<file path="src/rtl/hash_search_pkg.sv">
// Shared definitions for the multi-lane nonce search: FSM states, round constants
// and the hash round/seed functions used by both the lanes and any reference model.
package hash_search_pkg;

  localparam int HW_MAX = 64;  // widest supported HASH_W / NONCE_W
  typedef logic [HW_MAX-1:0] word_t;

  typedef enum logic [1:0] {S_IDLE, S_SEARCH, S_DRAIN, S_DONE} state_t;

  function automatic int clog2_cnt(input int n);
    return (n < 1) ? 1 : $clog2(n + 1);
  endfunction

  function automatic word_t wmask(input int w);
    return ~word_t'(0) >> (HW_MAX - w);
  endfunction

  function automatic word_t k_const(input int i);
    case (i % 8)
      0: return 64'h9E3779B97F4A7C15;
      1: return 64'hC2B2AE3D27D4EB4F;
      2: return 64'h165667B19E3779F9;
      3: return 64'h85EBCA77C2B2AE63;
      4: return 64'h27D4EB2F165667C5;
      5: return 64'hFF51AFD7ED558CCD;
      6: return 64'hC4CEB9FE1A85EC53;
      default: return 64'h5A827999_6ED9EBA1;
    endcase
  endfunction

  // Bounty XOR nonce, with nonce bits above HASH_W folded down chunk by chunk.
  function automatic word_t seed(input word_t bounty, input word_t nonce, input int nw, input int w);
    word_t x;
    x = bounty;
    for (int c = 0; c < nw; c += w) x ^= (nonce >> c);
    return x & wmask(w);
  endfunction

  function automatic word_t hash_round(input word_t x, input int i, input int w);
    word_t xm, rl;
    xm = x & wmask(w);
    rl = ((xm << 5) | (xm >> (w - 5))) & wmask(w);
    return (rl + (xm ^ k_const(i))) & wmask(w);
  endfunction

endpackage

</file>
<file path="src/rtl/hash_lane.sv">
// One hash lane: PIPE registered rounds; carries nonce and valid alongside the hash.
module hash_lane
  import hash_search_pkg::*;
#(
  parameter int HASH_W  = 24,
  parameter int NONCE_W = 32,
  parameter int TGT_W   = 8,
  parameter int PIPE    = 3
) (
  input  logic               clk,
  input  logic               reset,
  input  logic               i_valid,
  input  logic [NONCE_W-1:0] i_nonce,
  input  logic [HASH_W-1:0]  i_bounty,
  input  logic [TGT_W-1:0]   i_target,
  output logic               o_valid,
  output logic [NONCE_W-1:0] o_nonce,
  output logic [HASH_W-1:0]  o_hash,
  output logic               o_hit
);

  logic [PIPE:1]        r_vld_pipe;
  logic [HASH_W-1:0]    w_x0;
  logic [HASH_W-1:0]    w_xin [1:PIPE];
  logic [NONCE_W-1:0]   w_nin [1:PIPE];
  logic [HASH_W-1:0]    r_x   [1:PIPE];
  logic [NONCE_W-1:0]   r_n   [1:PIPE];

  assign w_x0 = HASH_W'(seed(word_t'(i_bounty), word_t'(i_nonce), NONCE_W, HASH_W));

  always_ff @(posedge clk or posedge reset) begin
    if (reset) r_vld_pipe <= '0;
    else begin
      r_vld_pipe[1] <= i_valid;
      for (int s = 2; s <= PIPE; s++) r_vld_pipe[s] <= r_vld_pipe[s-1];
    end
  end

  for (genvar s = 1; s <= PIPE; s++) begin : g_stg
    if (s == 1) begin : g_first
      assign w_xin[s] = w_x0;
      assign w_nin[s] = i_nonce;
    end else begin : g_next
      assign w_xin[s] = r_x[s-1];
      assign w_nin[s] = r_n[s-1];
    end
    // Data stages need no reset: the valid pipe alone qualifies them.
    always_ff @(posedge clk) begin
      r_x[s] <= HASH_W'(hash_round(word_t'(w_xin[s]), s - 1, HASH_W));
      r_n[s] <= w_nin[s];
    end
  end

  assign o_valid = r_vld_pipe[PIPE];
  assign o_nonce = r_n[PIPE];
  assign o_hash  = r_x[PIPE];
  assign o_hit   = r_x[PIPE][HASH_W-1 -: TGT_W] < i_target;

endmodule

</file>
<file path="src/rtl/hash_search_multi.sv">
// Multi-lane nonce search: issues LANES nonces per cycle, keeps the lowest num_req
// hits in a small FIFO drained by valid/ready, and reports completion via fin.
module hash_search_multi
  import hash_search_pkg::*;
#(
  parameter int LANES     = 4,
  parameter int NONCE_W   = 32,
  parameter int HASH_W    = 24,
  parameter int TGT_W     = 8,
  parameter int MAX_FOUND = 4,
  parameter int PIPE      = 3
) (
  input  logic                           clk,
  input  logic                           reset,
  input  logic                           start,
  input  logic [HASH_W-1:0]              bounty_in,
  input  logic [TGT_W-1:0]               target,
  input  logic [$clog2(MAX_FOUND+1)-1:0] num_req,
  output logic                           busy,
  output logic [NONCE_W-1:0]             nonce,
  output logic                           found_valid,
  input  logic                           found_ready,
  output logic [NONCE_W-1:0]             found_nonce,
  output logic [HASH_W-1:0]              found_hash,
  output logic [$clog2(MAX_FOUND+1)-1:0] found_count,
  output logic                           fin,
  output logic                           exhausted
);

  localparam int CW    = $clog2(MAX_FOUND + 1);
  localparam int AW    = (MAX_FOUND > 1) ? $clog2(MAX_FOUND) : 1;
  localparam int DEPTH = 1 << AW;
  localparam int IW    = $clog2(PIPE + 2);

  state_t                          r_state, w_state_nxt;
  logic [HASH_W-1:0]               r_bounty;
  logic [TGT_W-1:0]                r_target;
  logic [CW-1:0]                   r_req, r_count, r_rd, w_req_in, w_nacc, w_count_nxt;
  logic [NONCE_W-1:0]              r_base, w_base_nxt;
  logic [IW-1:0]                   r_infl, w_infl_nxt;
  logic                            w_start, w_issue, w_take, w_pop;
  logic [LANES-1:0]                w_lv, w_lhit, w_acc;
  logic [LANES-1:0][NONCE_W-1:0]   w_ln;
  logic [LANES-1:0][HASH_W-1:0]    w_lh;
  logic [LANES-1:0][AW-1:0]        w_slot;
  logic [NONCE_W-1:0]              r_mem_n [DEPTH];
  logic [HASH_W-1:0]               r_mem_h [DEPTH];
  logic [AW-1:0]                   w_rd_idx;

  assign w_start     = start && (r_state == S_IDLE || r_state == S_DONE);
  assign w_issue     = (r_state == S_SEARCH);
  assign w_take      = (r_state == S_SEARCH) || (r_state == S_DRAIN);
  assign w_base_nxt  = r_base + NONCE_W'(LANES);
  assign w_infl_nxt  = r_infl + IW'(w_issue) - IW'(w_lv[0]);
  assign w_count_nxt = r_count + w_nacc;
  assign w_req_in    = (num_req == '0) ? CW'(1) :
                       ((num_req > CW'(MAX_FOUND)) ? CW'(MAX_FOUND) : num_req);

  for (genvar l = 0; l < LANES; l++) begin : g_lane
    hash_lane #(.HASH_W(HASH_W), .NONCE_W(NONCE_W), .TGT_W(TGT_W), .PIPE(PIPE)) u_lane (
      .clk      (clk),
      .reset    (reset),
      .i_valid  (w_issue),
      .i_nonce  (r_base + NONCE_W'(l)),
      .i_bounty (r_bounty),
      .i_target (r_target),
      .o_valid  (w_lv[l]),
      .o_nonce  (w_ln[l]),
      .o_hash   (w_lh[l]),
      .o_hit    (w_lhit[l])
    );
  end

  // Compact retiring hits in lane order; the FIFO slot is the running hit count,
  // since the FIFO is emptied on every start and never holds more than req entries.
  always_comb begin
    int n, room;
    n      = 0;
    room   = int'(r_req) - int'(r_count);
    w_acc  = '0;
    w_slot = '0;
    for (int l = 0; l < LANES; l++) begin
      if (w_take && w_lv[l] && w_lhit[l] && n < room) begin
        w_acc[l]  = 1'b1;
        w_slot[l] = AW'(int'(r_count) + n);
        n++;
      end
    end
    w_nacc = CW'(n);
  end

  always_comb begin
    w_state_nxt = r_state;
    case (r_state)
      S_IDLE, S_DONE: if (start) w_state_nxt = S_SEARCH;
      S_SEARCH:       if (w_count_nxt == r_req || w_base_nxt == '0) w_state_nxt = S_DRAIN;
      S_DRAIN:        if (w_infl_nxt == '0) w_state_nxt = S_DONE;
      default:        w_state_nxt = S_IDLE;
    endcase
  end

  always_ff @(posedge clk or posedge reset) begin
    if (reset) begin
      r_state  <= S_IDLE;
      r_bounty <= '0;
      r_target <= '0;
      r_req    <= '0;
      r_base   <= '0;
      r_count  <= '0;
      r_rd     <= '0;
      r_infl   <= '0;
    end else begin
      r_state <= w_state_nxt;
      r_infl  <= w_infl_nxt;
      if (w_start) begin
        r_bounty <= bounty_in;
        r_target <= target;
        r_req    <= w_req_in;
        r_base   <= '0;
        r_count  <= '0;
        r_rd     <= '0;
      end else begin
        if (w_issue) r_base <= w_base_nxt;
        r_count <= w_count_nxt;
        if (w_pop) r_rd <= r_rd + 1'b1;
      end
    end
  end

  always_ff @(posedge clk) begin
    for (int l = 0; l < LANES; l++) begin
      if (w_acc[l]) begin
        r_mem_n[w_slot[l]] <= w_ln[l];
        r_mem_h[w_slot[l]] <= w_lh[l];
      end
    end
  end

  assign w_rd_idx    = r_rd[AW-1:0];
  assign found_valid = (r_rd < r_count);
  assign w_pop       = found_valid && found_ready;
  assign found_nonce = found_valid ? r_mem_n[w_rd_idx] : '0;
  assign found_hash  = found_valid ? r_mem_h[w_rd_idx] : '0;
  assign found_count = r_count;
  assign busy        = w_take;
  assign nonce       = r_base;
  assign fin         = (r_state == S_DONE);
  assign exhausted   = fin && (r_count < r_req);

endmodule

</file>
<file path="config.mk">
export PLATFORM = sky130hd
export DESIGN_NAME = hash_search_multi
export DESIGN_NICKNAME = d
export VERILOG_FILES = /design/src/rtl/hash_search_pkg.sv /design/src/rtl/hash_lane.sv /design/src/rtl/hash_search_multi.sv
export SDC_FILE = /design/constraint.sdc
export NUM_CORES = 2
export LEC_CHECK = 0
export CAP_MARGIN = 20
export CELL_PAD_IN_SITES_DETAIL_PLACEMENT = 1
export CELL_PAD_IN_SITES_GLOBAL_PLACEMENT = 1
export CORE_ASPECT_RATIO = 1.1
export CORE_MARGIN = 5
export CORE_UTILIZATION = 51
export DETAILED_ROUTE_END_ITERATION = 10
export DONT_BUFFER_PORTS = 1
export PLACE_DENSITY = 0.82
export SLEW_MARGIN = 25
export SYNTH_ARGS = -nofsm -noshare
export SYNTH_HDL_FRONTEND = slang
export SYNTH_SLANG_ARGS = --single-unit
export TNS_END_PERCENT = 5
</file>
<file path="constraint.sdc">
create_clock -name clk -period 9.9 [get_ports clk]
set_clock_uncertainty 0.2 [all_clocks]
set_input_delay 1.485 -clock clk [delete_from_list [all_inputs] [get_ports clk]]
set_output_delay 1.485 -clock clk [all_outputs]
set_load 0.05 [all_outputs]
</file>
== Word-level counts from Yosys, hierarchy flattened ==
Memory sizes are Yosys's and may differ from the RTL's.
Index checks and enable logic that the tools add are counted.
Cells by class
  reduce and logical (&&, ||, !) cells: 26
  add/sub/neg operators: 27
  bitwise gates (word level): 32
  muxes and demuxes: 33
  equality and inequality tests: 7
  $lt $le $gt $ge: 11
Operators by type and width (count)
  24-bit adder: 12
  24-bit by 5-bit bitwise OR with 24-bit output: 12
  32-bit 2-to-1 mux: 5
  32-bit by 2-bit adder with 32-bit output, second input constant: 4
  24-bit XOR: 4
  24-bit by 8-bit XOR with 24-bit output: 4
  32-bit by 4-bit less-than comparator with 1-bit output: 2
  16-bit NOT: 4
  15-bit NOT: 4
  11-bit NOT: 4
  32-bit by 1-bit adder with 32-bit output, second input constant: 1
  32-bit by 3-bit adder with 32-bit output, second input constant: 1
  32-bit logical NOT: 1
  8-bit less-than comparator: 4
  24-bit 2-to-1 mux: 1
  3-bit 2-to-1 mux: 6
  1-bit logical AND: 15
  2-bit 2-to-1 mux: 7
  1-bit 2-to-1 mux: 13
  2-bit adder: 3
  3-bit logical NOT: 2
  3-bit less-than comparator: 2
  2-bit one-hot mux with 3 select lines: 1
  2-bit equality test, second input constant: 2
  other kinds (18): 22
Storage, ports and cells
  RAM bits: 896
  register bits after elaboration: 90
  output and inout port bits: 95
  bits of input ports: 39
  word-level logic and storage cells: 158
  memories kept: 10
Memory list
  r_mem_n: words 4, bits a word 32, read ports 1, clocked after memory_dff 0, wr ports 4, line hash_search_multi.sv:46  | logic [NONCE_W-1:0] r_mem_n [DEPTH];
  g_lane[0].u_lane.r_n: words 3, bits a word 32, read ports 3, clocked after memory_dff 0, wr ports 3, line hash_lane.sv:27  | logic [NONCE_W-1:0] r_n [1:PIPE];
  g_lane[1].u_lane.r_n: words 3, bits a word 32, read ports 3, clocked after memory_dff 0, wr ports 3, line hash_lane.sv:27
  g_lane[2].u_lane.r_n: words 3, bits a word 32, read ports 3, clocked after memory_dff 0, wr ports 3, line hash_lane.sv:27
  g_lane[3].u_lane.r_n: words 3, bits a word 32, read ports 3, clocked after memory_dff 0, wr ports 3, line hash_lane.sv:27
  r_mem_h: words 4, bits a word 24, read ports 1, clocked after memory_dff 0, wr ports 4, line hash_search_multi.sv:47  | logic [HASH_W-1:0] r_mem_h [DEPTH];
  +4 memories

== Longest topological paths before layout ==
  depth in word-level cells: 20
  depth in mapped cells: 33

== Cells and area by module ==
A second synthesis with hierarchy kept.
Unflattened totals
  cell total of the unflattened synthesis: 5389
  area, all modules: 51843.5 µm²
By module, submodules not included
  hash_lane at g_lane[0].u_lane ...: cells an instance 783, sequential area each 3438.3 µm², times used 3, area an instance 7930.1 µm²
  hash_search_multi: cells an instance 2272, sequential area each 8628.3 µm², times used 1, area an instance 20215.6 µm²
  hash_lane at g_lane[1].u_lane: cells an instance 768, sequential area each 3438.3 µm², times used 1, area an instance 7837.5 µm²

== Worst setup path before layout ==
OpenSTA, ideal clock, no wires.
  path kind: register to register
  start point: register r_count[0] (netlist: found_count[0])
  end point: memory r_mem_h[0][0], enable pin
  cell stages (with the launch flop): 27
  arrival: 7620 ps
  data required time: 9153 ps
  period minus slack after synthesis: 8368 ps
  slack: 1532 ps
  cell sequence: dfrtp_1 -> ha_1 -> fa_1 -> fa_1 -> o21a_1 -> nand2_1 -> a21o_1 -> nand3_1 -> inv_1 -> ha_1 -> ha_1 -> o21ai_1 -> nand2b_1 -> a211oi_2 -> o21a_1 -> buf_4 -> nor2_1 -> a21oi_2 -> ha_1 -> mux2_2 -> a221o_1 -> a21boi_2 -> nor3b_4 -> nor2b_1 -> buf_2 -> buf_6 -> o21ai_0
RTL lines
  start: declaration: line hash_search_multi.sv:38  | logic [CW-1:0] r_req, r_count, r_rd, w_req_in, w_nacc, w_count_nxt;
  start signal: assignment: line hash_search_multi.sv:124  | r_count <= w_count_nxt;
  end: declaration: line hash_search_multi.sv:47

== Worst setup path after layout ==
  start point: register r_count[1] (netlist: found_count[1])
  end point: register r_state[0]
On the way
  longest elaborated chain between the ends: 18
  elaborated cells on any way between the ends: 21
Ends and longest elaborated chain
  parallel branches: the longest is 13 deep, another holds 32-bit by 2-bit adder with 32-bit output
  3-bit adder (*): line hash_search_multi.sv:55  | assign w_count_nxt = r_count + w_nacc;
  3-bit equality test (*): line hash_search_multi.sv:96  | S_SEARCH: if (w_count_nxt == r_req || w_base_nxt == '0) w_state_nxt = S_DRAIN;
  1-bit logical OR (*): line hash_search_multi.sv:96
  2-bit != test (no line) (*)
  3-bit AND reduction (no line) (*)
  end signal: assignment: line hash_search_multi.sv:113  | r_state <= w_state_nxt;
  end: declaration: line hash_search_multi.sv:35  | state_t r_state, w_state_nxt;
Every way passes the cells marked *.
A chain may end at the register's enable or synchronous reset.

==> impl_results.md <==
- Run status: finished, final reports clean
- # Post-CTS Setup Buffers: 0
- NumNets Final: 4494
- Reg2reg setup slack: 1.17 ns
- Minimum clock period: between 8 and 9 ns
- Worst-Margin Slew: 1.09 ns
- Hold WC Path Type: reg2reg
- I/O Pins: 134
- Die height: 315 um
- EDFF count, synth: 224
- First-pass GRT wire length: about 210000 um
- Netlist Area Pre-Place: 43100 um^2
- CTS resizes: 0
- Final period utilization: 0.882
- F_max: 115 MHz
- R2R Path End: r_state[0]
- Hold_buf cts: 0
- Die area: 90400 um^2
- Register Area: between 15000 and 20000 um^2
- Drt wl/cell: 26.3 um
- Die X: 287 um
- Placed insts: 5159
- # setup viols final: 0
- DRT Wirelength: 140000 um
- CTS tree: built
- Final Non-Filler Cells: 5326
- Largest fanout on the critical path: 10
- FP Rows: 111
- Top FF cell, synth: dfxtp_1
- Yosys top cell by area: dfxtp_1
- Worst hold stages: 0
- Synth area leaders: dfxtp_1 (25%), edfxtp_1 (16%), ha_1 (9.3%)
- Vias per inst: 6.10
- Drt initial violations: approximately 2400
- Largest net degree at the start of global routing: 80
- Core Box Area: 83600 um^2
- Cell variety after synth: 80
- RSZ-0062 raised after global routing: false
- Yosys top cell area share: 0.245
- Vias: 32500
- Initial Utilization: 0.515
- Share of cells above drive strength 1: 0.0837
- CP required: about 10 ns
- RePlAce Congestion: 0.931
- Avg Synthesized Cell Area: 10.3 um^2
- Final slew viol count: 0
- Worst path most repeated cell: ha_1
- Multi-input logic area: 22000 um^2
- Hold Startpoint: g_lane[1].u_lane.r_n[0][87]
- Port Buf Inserts: 0
- H-tree depth: 3
- Area growth syn-to-layout: 9.42%
- GR Util met3: 0.0448
- Worst-skew pair later-pin latency: 0.67 ns
- Worst slew margin: 0.278
- Overflow left after global routing: 0
- Count leader, synth: dfxtp_1
- TNS Setup: 0 ns
- Fillers: between 8000 and 9000
- R2r startpoint: found_count[1]
- FF+latch count, synth: 831
- Final Hold Vio Count: 0
- TritonCTS buffer count: 87
- HPWL Detailed: 95500 um
- DRT Pass-1 Iters: 5
- Initial antenna violation count: 4
- Post-synth top cells: dfxtp_1 (528), nor2_1 (322), ha_1 (321)
- Place WS: 1.49 ns
- R2R depth: 30
- Syn Inst Count: 4192
- Root Driver: clkbuf_16
- Total global-route track usage: 0.302
- Longest Clk Path Bufs: 3
- Async SR Flop Fraction: 0.0951
- Register area share after synthesis: 0.447
- Met1 usage in global routing: 0.367
- Hold endpoint: g_lane[1].u_lane.r_n[0][119]
- Synth warn: 0
- Critical-path top delay cell: dfrtp_1
- Fin worst setup slack: 1.17 ns
- Critical path data arrival time: 9.12 ns
- # DRC: 0
- CP Class: reg2reg
- Met2 usage: 0.529
- Slowest cell delay on critical path: 1.02 ns
- Clock Pin Slew Worst Setup and Hold Paths: about 0.07 ns
- Critical path endpoint category: register
- Antenna Violating Nets Remaining: 0
- CTS sink count: 831
- Gr busiest metal: met2
- CP Launch Type: register
- Fin Hold WS: 0.126 ns
- Number of global-route vias before repair: 34800
- Max-Cap Viols: 0
[area by class of cell]
cell class | count | share of cell area
clock buffers | 124 | 0.0549
inverters | 270 | 0.0215
repair buffers | 56 | 0.00892
clock inverters | 40 | 0.00953
diodes | 3 | 0.000159
well taps | 1130 | 0.0300
multi-input cells | 2872 | 0.466
flip-flops and latches | 831 | 0.409
[cell families after synthesis]
group | count (synthesis) | synth area share
AOI/OAI and AO/OA | 928 | 0.146
xor gates and xnor gates | 362 | 0.0736
adders and majority gates | 337 | 0.101
buffers and inverters | 490 | 0.0441
DFF | 831 | 0.447
muxes | 276 | 0.0822
other | 1 | 0.0000870
and+or+nand+nor | 967 | 0.106
[worst max-delay path by stage]
stage                     slack (ns)             end      startpoint  cells after the start
final                           1.17      r_state[0]  found_count[1]                     30
after global routing            0.75   r_mem_h[1][6]  found_count[1]                     25
after CTS                       1.28   r_mem_h[1][3]  found_count[1]                     25
after detailed placement        1.49  r_mem_n[1][29]  found_count[1]                     25
after global placement          1.72  r_mem_h[1][10]  found_count[1]                     25
after floorplan                 1.53   r_mem_h[0][0]  found_count[0]                     26
[cells in the final DEF (no fill, tap or decap), types with 19 or more instances in the layout]
cell,count
or2_2,19
mux2i_1,157
a21oi_1,182
clkbuf_16,92
xor2_1,133
mux2_2,45
mux4_2,56
nand2_1,215
dfrtp_1,76
inv_1,269
nor3_1,78
nand4_1,23
and3_1,25
nor2_1,322
dfxtp_1,528
nand2b_1,40
buf_4,56
a211oi_1,154
xnor2_1,229
o21ai_0,145
edfxtp_1,224
nand3_1,70
and2_1,76
o21a_1,57
nor2b_1,39
ha_1,321
or3_1,20
a21o_1,206
o21bai_1,25
[layer usage]
layer | vias to the layer above | wire length [um]
li1 | 14700 | -
met1 | 16200 | 55700
met2 | 1201 | 68800
met3 | 417 | 7970
met4 | 4 | 7360
met5 | - | 30
[worst max-delay path: cells and delay by family (launching register included)]
| family | cells | cell delay [ns] |
|---|---|---|
| DFF | 1 | 1.02 |
| and+or+nand+nor | 8 | 1.28 |
| adders and majority gates | 5 | 1.87 |
| muxes | 3 | 0.87 |
| AOI/OAI and AO/OA | 11 | 2.77 |
| buffers and inverters | 2 | 0.51 |
| xor gates and xnor gates | 1 | 0.14 |
[through the flow]
step / util / cell area, um^2
floorplan: - / 43100
global placement: 0.527 / 44100
detailed placement: 0.527 / 44100
CTS: 0.564 / 47100
global route: 0.564 / 47100
finish: 0.564 / 47100
[state kept, by name, summed over array words and instances (netlist names), 8 cells and up]
signal	flops
g_lane.u_lane.r_x	288
r_mem_h	96
r_target	8
r_mem_n	128
g_lane.u_lane.r_n	240
r_bounty	24
nonce	30
Power is left out: the tool's default activity adds up to more than one toggle a clock period on the data nets, which glitch-free logic cannot reach.
